## src/rtl/sec_ded_pkg.sv

```systemverilog
// rtl/sec_ded_pkg.sv - shared SEC-DED code geometry helpers and syndrome classes
package sec_ded_pkg;

  typedef enum logic [2:0] {CLEAN, CE_PAR, CE_CHK, CE_DATA, UE} syn_class_e;

  function automatic int pw_of(input int dw);
    return $clog2(1 + dw + $clog2(1 + dw)) + 1;
  endfunction

  // Data bits skip the power-of-two slots reserved for Hamming check bits.
  function automatic int data_pos(input int i);
    return (i + 1) + $clog2(1 + (i + 1) + $clog2(1 + (i + 1)));
  endfunction

  function automatic logic is_pow2(input int s);
    return (s != 0) && ((s & (s - 1)) == 0);
  endfunction

endpackage

```

## src/rtl/hasioCoder.sv

```systemverilog
// rtl/hasioCoder.sv - SEC-DED check-bit encoder: PW-1 Hamming bits plus overall parity msb
module hasioCoder
  import sec_ded_pkg::*;
#(
  parameter int DW = 32,
  parameter int PW = pw_of(DW)
) (
  input  logic [DW-1:0] data,
  output logic [PW-1:0] check
);

  logic [PW-2:0] ham;

  always_comb begin
    ham = '0;
    for (int j = 0; j < PW - 1; j++) begin
      for (int i = 0; i < DW; i++) begin
        if (((data_pos(i) >> j) & 1) != 0) ham[j] = ham[j] ^ data[i];
      end
    end
  end

  assign check = {(^data) ^ (^ham), ham};

endmodule

```

## src/rtl/sec_ded_decoder.sv

```systemverilog
// rtl/sec_ded_decoder.sv - two-stage SEC-DED decoder with error counters and sticky irq
module sec_ded_decoder
  import sec_ded_pkg::*;
#(
  parameter int DW = 32,
  parameter int PW = pw_of(DW),
  parameter int CW = 16
) (
  input  logic          clk,
  input  logic          rst,
  input  logic          in_valid,
  output logic          in_ready,
  input  logic [DW-1:0] in_data,
  input  logic [PW-1:0] in_check,
  output logic          out_valid,
  input  logic          out_ready,
  output logic [DW-1:0] out_data,
  output logic          out_ce,
  output logic          out_ue,
  output logic [PW-1:0] out_syndrome,
  output logic [CW-1:0] ce_count,
  output logic [CW-1:0] ue_count,
  input  logic          cnt_clr,
  output logic          err_irq
);

  localparam int SW = PW - 1;

  logic          s1_valid, s1_load, s2_load, out_fire;
  logic [DW-1:0] s1_data;
  logic [PW-1:0] s1_syn;
  logic [SW-1:0] rcheck_h;
  logic          unused_par;

  hasioCoder #(.DW(DW), .PW(PW)) u_coder (
    .data  (in_data),
    .check ({unused_par, rcheck_h})
  );

  assign s2_load  = !out_valid || out_ready;
  assign s1_load  = !s1_valid || s2_load;
  assign in_ready = s1_load;
  assign out_fire = out_valid && out_ready;

  always_ff @(posedge clk or posedge rst) begin
    if (rst) begin
      s1_valid <= 1'b0;
      s1_data  <= '0;
      s1_syn   <= '0;
    end else if (s1_load) begin
      s1_valid <= in_valid;
      if (in_valid) begin
        s1_data <= in_data;
        s1_syn  <= {(^in_data) ^ (^in_check), rcheck_h ^ in_check[SW-1:0]};
      end
    end
  end

  logic [SW-1:0] syn_s;
  logic          syn_p, hit;
  logic [DW-1:0] corr;
  syn_class_e    cls;

  assign syn_s = s1_syn[SW-1:0];
  assign syn_p = s1_syn[PW-1];

  // Data is only flipped for CE_DATA; a double error whose s aliases a data position stays raw.
  always_comb begin
    corr = s1_data;
    hit  = 1'b0;
    for (int i = 0; i < DW; i++) begin
      if (syn_s == SW'(data_pos(i))) begin
        corr[i] = ~s1_data[i];
        hit     = 1'b1;
      end
    end
    cls = CLEAN;
    if (!syn_p)                   cls = (syn_s == '0) ? CLEAN : UE;
    else if (syn_s == '0)         cls = CE_PAR;
    else if (is_pow2(int'(syn_s))) cls = CE_CHK;
    else if (hit)                 cls = CE_DATA;
    else                          cls = UE;
  end

  always_ff @(posedge clk or posedge rst) begin
    if (rst) begin
      out_valid    <= 1'b0;
      out_data     <= '0;
      out_ce       <= 1'b0;
      out_ue       <= 1'b0;
      out_syndrome <= '0;
    end else if (s2_load) begin
      out_valid <= s1_valid;
      if (s1_valid) begin
        out_data     <= (cls == CE_DATA) ? corr : s1_data;
        out_ce       <= (cls == CE_PAR) || (cls == CE_CHK) || (cls == CE_DATA);
        out_ue       <= (cls == UE);
        out_syndrome <= s1_syn;
      end
    end
  end

  always_ff @(posedge clk or posedge rst) begin
    if (rst) begin
      ce_count <= '0;
      ue_count <= '0;
      err_irq  <= 1'b0;
    end else if (cnt_clr) begin
      ce_count <= '0;
      ue_count <= '0;
      err_irq  <= 1'b0;
    end else if (out_fire) begin
      if (out_ce && (ce_count != {CW{1'b1}})) ce_count <= ce_count + 1'b1;
      if (out_ue && (ue_count != {CW{1'b1}})) ue_count <= ue_count + 1'b1;
      if (out_ue) err_irq <= 1'b1;
    end
  end

endmodule

```

## config.mk

```make
export PLATFORM = sky130hd
export DESIGN_NAME = sec_ded_decoder
export DESIGN_NICKNAME = d
export VERILOG_FILES = /design/src/rtl/sec_ded_pkg.sv /design/src/rtl/hasioCoder.sv /design/src/rtl/sec_ded_decoder.sv
export SDC_FILE = /design/constraint.sdc
export NUM_CORES = 1
export LEC_CHECK = 0
export ABC_AREA = 1
export ABC_CLOCK_PERIOD_IN_PS = 4300
export BUFFER_PORTS_ARGS = -buffer_cell sky130_fd_sc_hd__buf_4
export CORE_MARGIN = 3
export CORE_UTILIZATION = 58
export DETAILED_ROUTE_END_ITERATION = 16
export PLACE_DENSITY = 0.84
export SLEW_MARGIN = 25
export SYNTH_ARGS = -nofsm -noshare
export SYNTH_HDL_FRONTEND = slang
export SYNTH_SLANG_ARGS = --single-unit
```

## constraint.sdc

```tcl
create_clock -name clk -period 4.3 [get_ports clk]
set_input_delay 0.43 -clock clk [delete_from_list [all_inputs] [get_ports clk]]
set_output_delay 0.43 -clock clk [all_outputs]
set_load 0.01 [all_outputs]
```

==> results of run 1 <==
-- per-layer routing --
metal / up-vias / global-route usage (%)
met3: 40 / 4.895
met4: 0 / 8.613
met2: 290 / 46.27
li1: 3743 / -
met1: 3370 / 37.43
met5: - / 0
-- placed cells by master, fill, tap and decap left out, drive strengths merged --
master,instances
nand2,521
buf,122
dfrtp,115
inv,111
nand3,104
nor2,62
xnor2,49
o21ai,49
xor2,40
clkbuf,27
nor3,12
nand4,11
or2,6
o31ai,6
a21oi,6
nor4,2
a31oi,2
ha,2
clkinv,2
bufinv,2
nand3b,1
o21a,1
and3,1
-- state kept, by name (all words and copies together) (netlist names) --
name          count
out_data         32
out_syndrome      7
out_ce            1
err_irq           1
ue_count         16
s1_data          32
s1_syn            7
out_ue            1
ce_count         16
out_valid         1
s1_valid          1
-- cell families after synthesis --
| logic type | synth area share (%) |
|---|---|
| fa+ha+maj | 0.3253 |
| flops | 37.41 |
| xor+xnor | 10.13 |
| compound gates | 4.424 |
| buf+inv | 8.003 |
| simple gates | 39.70 |
-- worst max path at each step --
stage                 from           end  slack (ns)
5_1_grt        ce_count[0]  ce_count[10]        1.26
4_1_cts        ce_count[0]  ce_count[10]        1.61
2_1_floorplan          rst   ce_count[0]        0.83
6_report       ce_count[0]  ce_count[10]        1.53
3_5_place_dp   ce_count[0]  ce_count[10]        1.70
3_3_place_gp   ce_count[0]  ce_count[10]        1.87
-- worst max-delay path, delay by kind of cell, from the launching register on --
kind	cells	cell delay (ns)
DFF	1	0.44
and+or+nand+nor	11	2.01
adders and majority gates	1	0.21
-- synthesized netlist by cell type --
master      n  area share (%)
nand2_1   488              24
dfrtp_1   115              37
inv_1     105             5.1
nand3_1   103             6.7
nor2_1     53             2.6
xnor2_1    49             5.6
o21ai_0    47             3.1
xor2_1     40             4.6
nand2_2    31             2.5
clkbuf_1   16            0.78
nand4_1    11            0.89
nor3_1     11            0.72
buf_2      10            0.65
nor2_2      7            0.57
a21oi_1     6            0.39
o31ai_1     6            0.59
or2_2       6            0.49
inv_2       5            0.24
buf_12      3            0.78
a31oi_1     2            0.16
buf_4       2            0.20
ha_1        2            0.33
nor4_1      2            0.16
o21ai_1     2            0.13
and3_1      1           0.081
buf_6       1            0.15
inv_4       1           0.081
nand2_4     1            0.15
nand2_8     1            0.26
nand3_2     1            0.13
nand3b_1    1           0.098
nor2_4      1            0.15
nor2_8      1            0.26
nor3_2      1            0.13
o21a_1      1           0.098
-- metrics by stage --
stage / std cells / area (µm²)
after floorplan: 1133 / 7692
after global placement: 1395 / 8630
after detailed placement: 1395 / 8630
after CTS: 1426 / 9213
after global routing: 1426 / 9215
final: 1426 / 9215
-- area by class of cell --
cell class | count | area, µm² | share of cell area [%]
inverter | 111 | 424.2 | 4.603
multi-input combinational | 875 | 4199 | 45.57
timing repair buffer | 122 | 915.9 | 9.939
sequential | 115 | 2878 | 31.23
tap | 172 | 215.2 | 2.335
clock buffer | 27 | 513.0 | 5.567
clock inverter | 4 | 70.07 | 0.7604
-- power by group --
group          leakage [nW]  internal [mW]  switching, mW  total, mW
Sequential             1.48           1.33          0.232       1.57
Clock                 0.287          0.924          0.459       1.38
Combinational          3.28          0.673           1.14       1.81
Total                  5.04           2.93           1.83       4.76
==> results.md, run 1 <==
* Status: finished, final reports clean
* Clock Latency Late Sink at just over 0.4 ns
* Worst-path maximum fanout at 16
* Clk sinks at 115
* DRC violations left at 0
* Critical path arrival at just over 3 ns
* CTS Root Cell: clkbuf_16
* Required time worst endpoint at ~4.6 ns
* TNS Setup at 0 ns
* Final setup violation count at 0
* Final hold violation count at 0
* Yosys Warn Count at 0
* Vias in the first global route at roughly 6,900
* Final #Nets at approximately 1,300
* CTS Hold Bufs at 0
* Gr ovfl total at 0
* DR iter-0 viols at 762
* Placer Congestion at roughly 1.1
* ANT nets after route at 0
* RSZ-0062 raised after global routing: no
* Setup bufs post-CTS at 0
* Placed wire-length estimate at roughly 15,000 µm
* Syn Inst Count at between 1,000 and 1,500
* Power Total at 4.763 mW
* Register area share after synthesis at a little under two fifths
* Initial core utilization at between 60% and 70%
* PostCTS Resize Cnt at 0
* Die Span Y at ~120 µm
* Total track usage at 27.88%
* Post-synth cell types at 35
* Antenna Cells at 0
* Reg2reg start: ce_count[0]
* Post-layout min period at ~2.8 ns
* Worst reg2reg path depth at 12
* Most frequent CP cell: nand2_1
* Crit path cell chain: ha_1 -> nand2_1 -> nor2_2 -> nand2_1 -> nor3_1 -> nand4_1 -> nand2_1 -> nand2_1 -> nand2_1 -> nand2_1 -> nand2_1 -> nor2_1
* Layout cell share with drive strength beyond 1 at between 10% and 20%
* Core area at 12,770 µm²
* Synthesized area at roughly 7700 µm²
* R2r endpoint: ce_count[10]
* TritonCTS Buffers at 17
* Htree depth at 4
* Port bufs at ~120
* Leakage at between 5 and 6 nW
* Via/cell ratio at between 5 and 6
* Post-layout util at roughly 72%
* Cell row count at 41
* P per Cell Area at about 520 nW/µm²
* CTS tree: done
* DP Worst Slack at approximately 1.7 ns
* Hold Path Class: primary input to asynchronous set/reset pin
* Clock transition at path regs at roughly 0.050 ns
* Critical Path End Type: flop
* Period utilization at 64.42%
* Via count at about 7,400
* Worst Max-Slew Pin Slew at approximately 0.75 ns
* P&R area growth vs syn at 19.80%
* Crit start category: flop
* Initial antenna violation count at 0
* WL final at slightly below 20,000 µm
* Syn nets at roughly 1,200
* # fillers at 1,053
* Met2 WL at 9476 µm
* WL per Instance at between 10 and 15 µm
* Die area at between 10,000 and 15,000 µm²
* Ports at 120
* Max Slew Vio Count at 0
* Slew margin rel. at between 40% and 50%
* Top routing layer in use: met4
* R2r setup slk at 1.53 ns
* Max incr delay on CP at 0.44 ns
* Largest net degree at the start of global routing at 83
* Global-route wire length before repair at around 33,000 µm
* Max rail drop VDD at roughly 0.35 mV
* Average instance area after synthesis at just under 7 µm²
* Worst Setup Path Type: flop to flop
* Clk_skew at approximately 0.009 ns
* Critical Path Slowest Stage Cell: dfrtp_1
* 1st-pass router iterations at 7
* Metal-1 WL at 8552 µm
* F_max at ~360 MHz
* MaxCap Viol Count at 0
* FF+latch count, synth at between 100 and 150
* Routed wl met3 at ~1300 µm
* Clk buf depth at 2
* Setup ws final at 1.530 ns
* Hold WS at approximately 0.15 ns
* Die Wd at about 120 µm
Power figures use the tool's default switching activity.
==> run 2, diff against run 1 <==
--- a/config.mk
+++ b/config.mk
@@ -5,11 +5,11 @@
 export SDC_FILE = /design/constraint.sdc
 export NUM_CORES = 1
 export LEC_CHECK = 0
-export ABC_AREA = 1
-export ABC_CLOCK_PERIOD_IN_PS = 4300
+export ABC_AREA = 0
+export ABC_CLOCK_PERIOD_IN_PS = 2840
 export BUFFER_PORTS_ARGS = -buffer_cell sky130_fd_sc_hd__buf_4
 export CORE_MARGIN = 3
-export CORE_UTILIZATION = 58
+export CORE_UTILIZATION = 56
 export DETAILED_ROUTE_END_ITERATION = 16
 export PLACE_DENSITY = 0.84
 export SLEW_MARGIN = 25
==> constraint.sdc (replaced) <==
create_clock -name clk -period 2.84 [get_ports clk]
set_input_delay 0.284 -clock clk [delete_from_list [all_inputs] [get_ports clk]]
set_output_delay 0.284 -clock clk [all_outputs]
set_load 0.01 [all_outputs]
==> run 2 against run 1 <==
  * Critical path type unchanged
  * Sequential share of layout area rose by 6.4 points
  * Clock skew is 0.0014 ns lower
  * Non-clock buffer count increased by 5
  * Worst setup slack worse by 0.67 ns
  * Fmax grew 40%
  * Hold slack got worse by 0.12 ns
  * First-iteration DRC count fell by 37%
  * Highest routed layer unchanged
  * Clock power grew 51%
  * Core utilization grew 1.4 points
  * Sequential power rose by 43%
==> results.md, run 2 <==
* Status: finished, final reports clean
* Max rail drop VDD at 0.3502 mV (-0.75%)
* Crit path cell chain: ha_1 -> nand4_1 -> nor4_2 -> nor2_1 -> xnor2_1 -> nor2_1
* RSZ-0062 raised after global routing: no
* Die Span Y at 109.9 µm (-9.3%)
* Slew margin rel. at 54.94% (+5.0 points)
* F_max at 503.9 MHz (+40%)
* Hold WS at 0.02981 ns (-0.1242 ns)
* P&R area growth vs syn at 26.61%
* Crit path capture: ue_count[0]
* CP Launch Point: ue_count[1]
* Synth cell count leaders: dfrtp_1 (115), nand2_1 (89), xnor2_1 (70)
* DRC violations left at 0 (unchanged)
* Post-Synth XOR/XNOR Area at 21.25% (+11 points)
* Hold Path Class: primary input to flop
* Port bufs at 119 (unchanged)
* Critical Path Slowest Stage Cell: nor4_2
* Htree depth at 4 (unchanged)
* CTS tree: done
* Ys async rst share at 100.0% (unchanged)
* Reg2reg start: ue_count[1]
* # fillers at 723 (-31%)
* Via/cell ratio at 5.634 (+7.9%)
* Layout cell share with drive strength beyond 1 at 27.39% (+11 points)
* Most frequent CP cell: nor2_1
* Required time worst endpoint at 3.22 ns (-1.38 ns)
* Combinational family with the most area after synthesis: XOR/XNOR gates
* PostCTS Resize Cnt at 0 (unchanged)
* Synth area leader: dfrtp_1
* Total track usage at 25.71% (-2.2 points)
* Post-synthesis mux area share at 6.311% (+6.3 points)
* Gr ovfl total at 0 (unchanged)
* TritonCTS Buffers at 17 (unchanged)
* Clock Latency Late Sink at 0.50 ns (+0.09 ns)
* 1st-pass router iterations at 5 (-2)
* Max incr delay on CP at 0.53 ns (+0.09 ns)
* Post-synthesis adder-cell area fraction at 0.4138% (+0.089 points)
* Synthesized area at 6047 µm² (-21%)
* Clk_skew at 0.007777 ns (-0.001394 ns)
* Period utilization at 69.88% (+5.5 points)
* DR iter-0 viols at 480 (-37%)
* Initial core utilization at 58.05% (-2.2 points)
* Largest net degree at the start of global routing at 75 (-9.6%)
* Clk buf depth at 2 (unchanged)
* Vias in the first global route at 4,648 (-32%)
* Multi-input logic area at 3052 µm² (-27%)
* Post-layout util at 73.50% (+1.4 points)
* Synth Area in Simple Gates at 17.30% (-22 points)
* Die Wd at 109.9 µm (-9.3%)
* Commonest non-fill, non-tap cells in the layout: buf_4 (125), dfrtp_1 (115), nand2_1 (88)
* Crit start category: flop
* Average instance area after synthesis at 10.43 µm² (+54%)
* Initial antenna violation count at 0 (unchanged)
* Post-synth cell types at 45 (+29%)
* Final hold violation count at 0 (unchanged)
* Placed wire-length estimate at 10,620 µm (-27%)
* Core area at 10,420 µm² (-18%)
* Leakage at 3.403 nW (-32%)
* TNS Setup at 0 ns (unchanged)
* CTS Root Cell: clkbuf_8
* Clock transition at path regs at 0.06 ns (about the same)
* Post-synth EDFFs at 0 (unchanged)
* CTS Hold Bufs at 2 (+2)
* Antenna Cells at 0 (unchanged)
* Worst Max-Slew Pin Slew at 0.6703 ns (-0.07949 ns)
* MaxCap Viol Count at 0 (unchanged)
* Final setup violation count at 0 (unchanged)
* Global-route wire length before repair at 23,750 µm (-28%)
* Setup bufs post-CTS at 0 (unchanged)
* WL final at 14,890 µm (-25%)
* Worst Setup Path Type: flop to flop
* Via count at 4,778 (-36%)
* R2r endpoint: ue_count[0]
* Placer Congestion at 0.9026 (-14%)
* Cell row count at 37 (-9.8%)
* Critical path arrival at 2.37 ns (-0.70 ns)
* R2r setup slk at 0.86 ns (-0.67 ns)
* Post-synth top area share at 47.59% (+10 points)
* ANT nets after route at 0 (unchanged)
* Die area at 12,080 µm² (-18%)
* P per Cell Area at 771.7 nW/µm² (+49%)
* Top Registers: out_data (32), s1_data (32)
* Largest cells by area after synthesis: dfrtp_1 (48%), xnor2_1 (10%), mux2_2 (6.1%), nand2_1 (5.5%), xor2_1 (5.1%)
* Seq. cell area at 2878 µm² (unchanged)
* Register area share after synthesis at 47.59% (+10 points)
* FF+latch count, synth at 115 (unchanged)
* Worst reg2reg path depth at 6 (-6)
* Worst-path maximum fanout at 8 (-8)
* WL per Instance at 17.56 µm (+27%)
* Max Slew Vio Count at 0 (unchanged)
* Yosys Warn Count at 0 (unchanged)
* Syn Inst Count at 580 (-49%)
* Final #Nets at 745 (-42%)
* Clk sinks at 115 (unchanged)
* Post-layout min period at 1.985 ns (-0.7853 ns)
* Count leader, synth: dfrtp_1
* Dpl cell area at 7061 µm² (-18%)
* Compound-cell area share of the yosys netlist at 5.152% (+0.73 points)
* Ports at 120 (unchanged)
* Final instance area at 7656 µm² (-17%)
* Syn nets at 626 (-47%)
* Main synth FF type: dfrtp_1
* Leading cell type in the layout, fill and taps excluded: buf_4
* Critical Path End Type: flop
[run 2: kinds of logic after synthesis]
logic type               count (synthesis)
AO/OA/AOI/OAI                           56
XOR/XNOR                               122
adder cells (fa/ha/maj)                  2
buffers and inverters                   32
flip-flops                             115
multiplexers                            34
AND/OR/NAND/NOR                        219
[run 2: metal layers]
| metal | wire length (µm) | vias to the layer above | global-route usage (%) |
|---|---|---|---|
| met3 | 1086 | 33 | 5.167 |
| li1 | - | 2214 | - |
| met2 | 7269 | 199 | 41.12 |
| met1 | 6091 | 2332 | 34.00 |
| met4 | 447 | 0 | 11.22 |
| met5 | 0 | - | 0 |
[run 2: stage by stage]
step	power (mW)	setup WS, ns	std cells
6_report	5.908	0.8553	848
5_1_grt	6.183	0.7294	848
4_1_cts	5.925	0.9072	848
3_5_place_dp	3.806	0.8488	814
3_3_place_gp	3.757	0.9105	814
2_1_floorplan	3.186	1.044	580
[run 2: worst min-delay path by stage]
stage,start,end,depth (start not counted)
6_report,in_data[27],s1_data[27],2
3_3_place_gp,rst,out_ue,2
3_5_place_dp,rst,out_valid,2
4_1_cts,in_data[27],s1_data[27],2
2_1_floorplan,in_valid,s1_valid,1
5_1_grt,in_data[27],s1_data[27],2
[run 2: area by class of cell]
type	count	share of cell area, %
Sequential cell	115	37.59
Tap cell	136	2.223
Clock buffer	22	5.785
Timing Repair Buffer	127	12.52
Multi-Input combinational cell	433	39.86
Inverter	5	0.2942
Clock inverter	10	1.732
[run 2: critical path, delay by kind of cell, from the launching register on]
family,cells,cell delay [ns]
AND/OR/NAND/NOR,4,0.93
flip-flops,1,0.44
XOR/XNOR,1,0.22
adder cells (fa/ha/maj),1,0.28
[run 2: report_power, final]
group	leakage (nW)	internal [mW]	total, mW	switching [mW]
combinational	1.68	0.795	1.58	0.789
clock	0.275	1.35	2.08	0.724
sequential	1.45	1.93	2.25	0.318
total	3.40	4.08	5.91	1.83
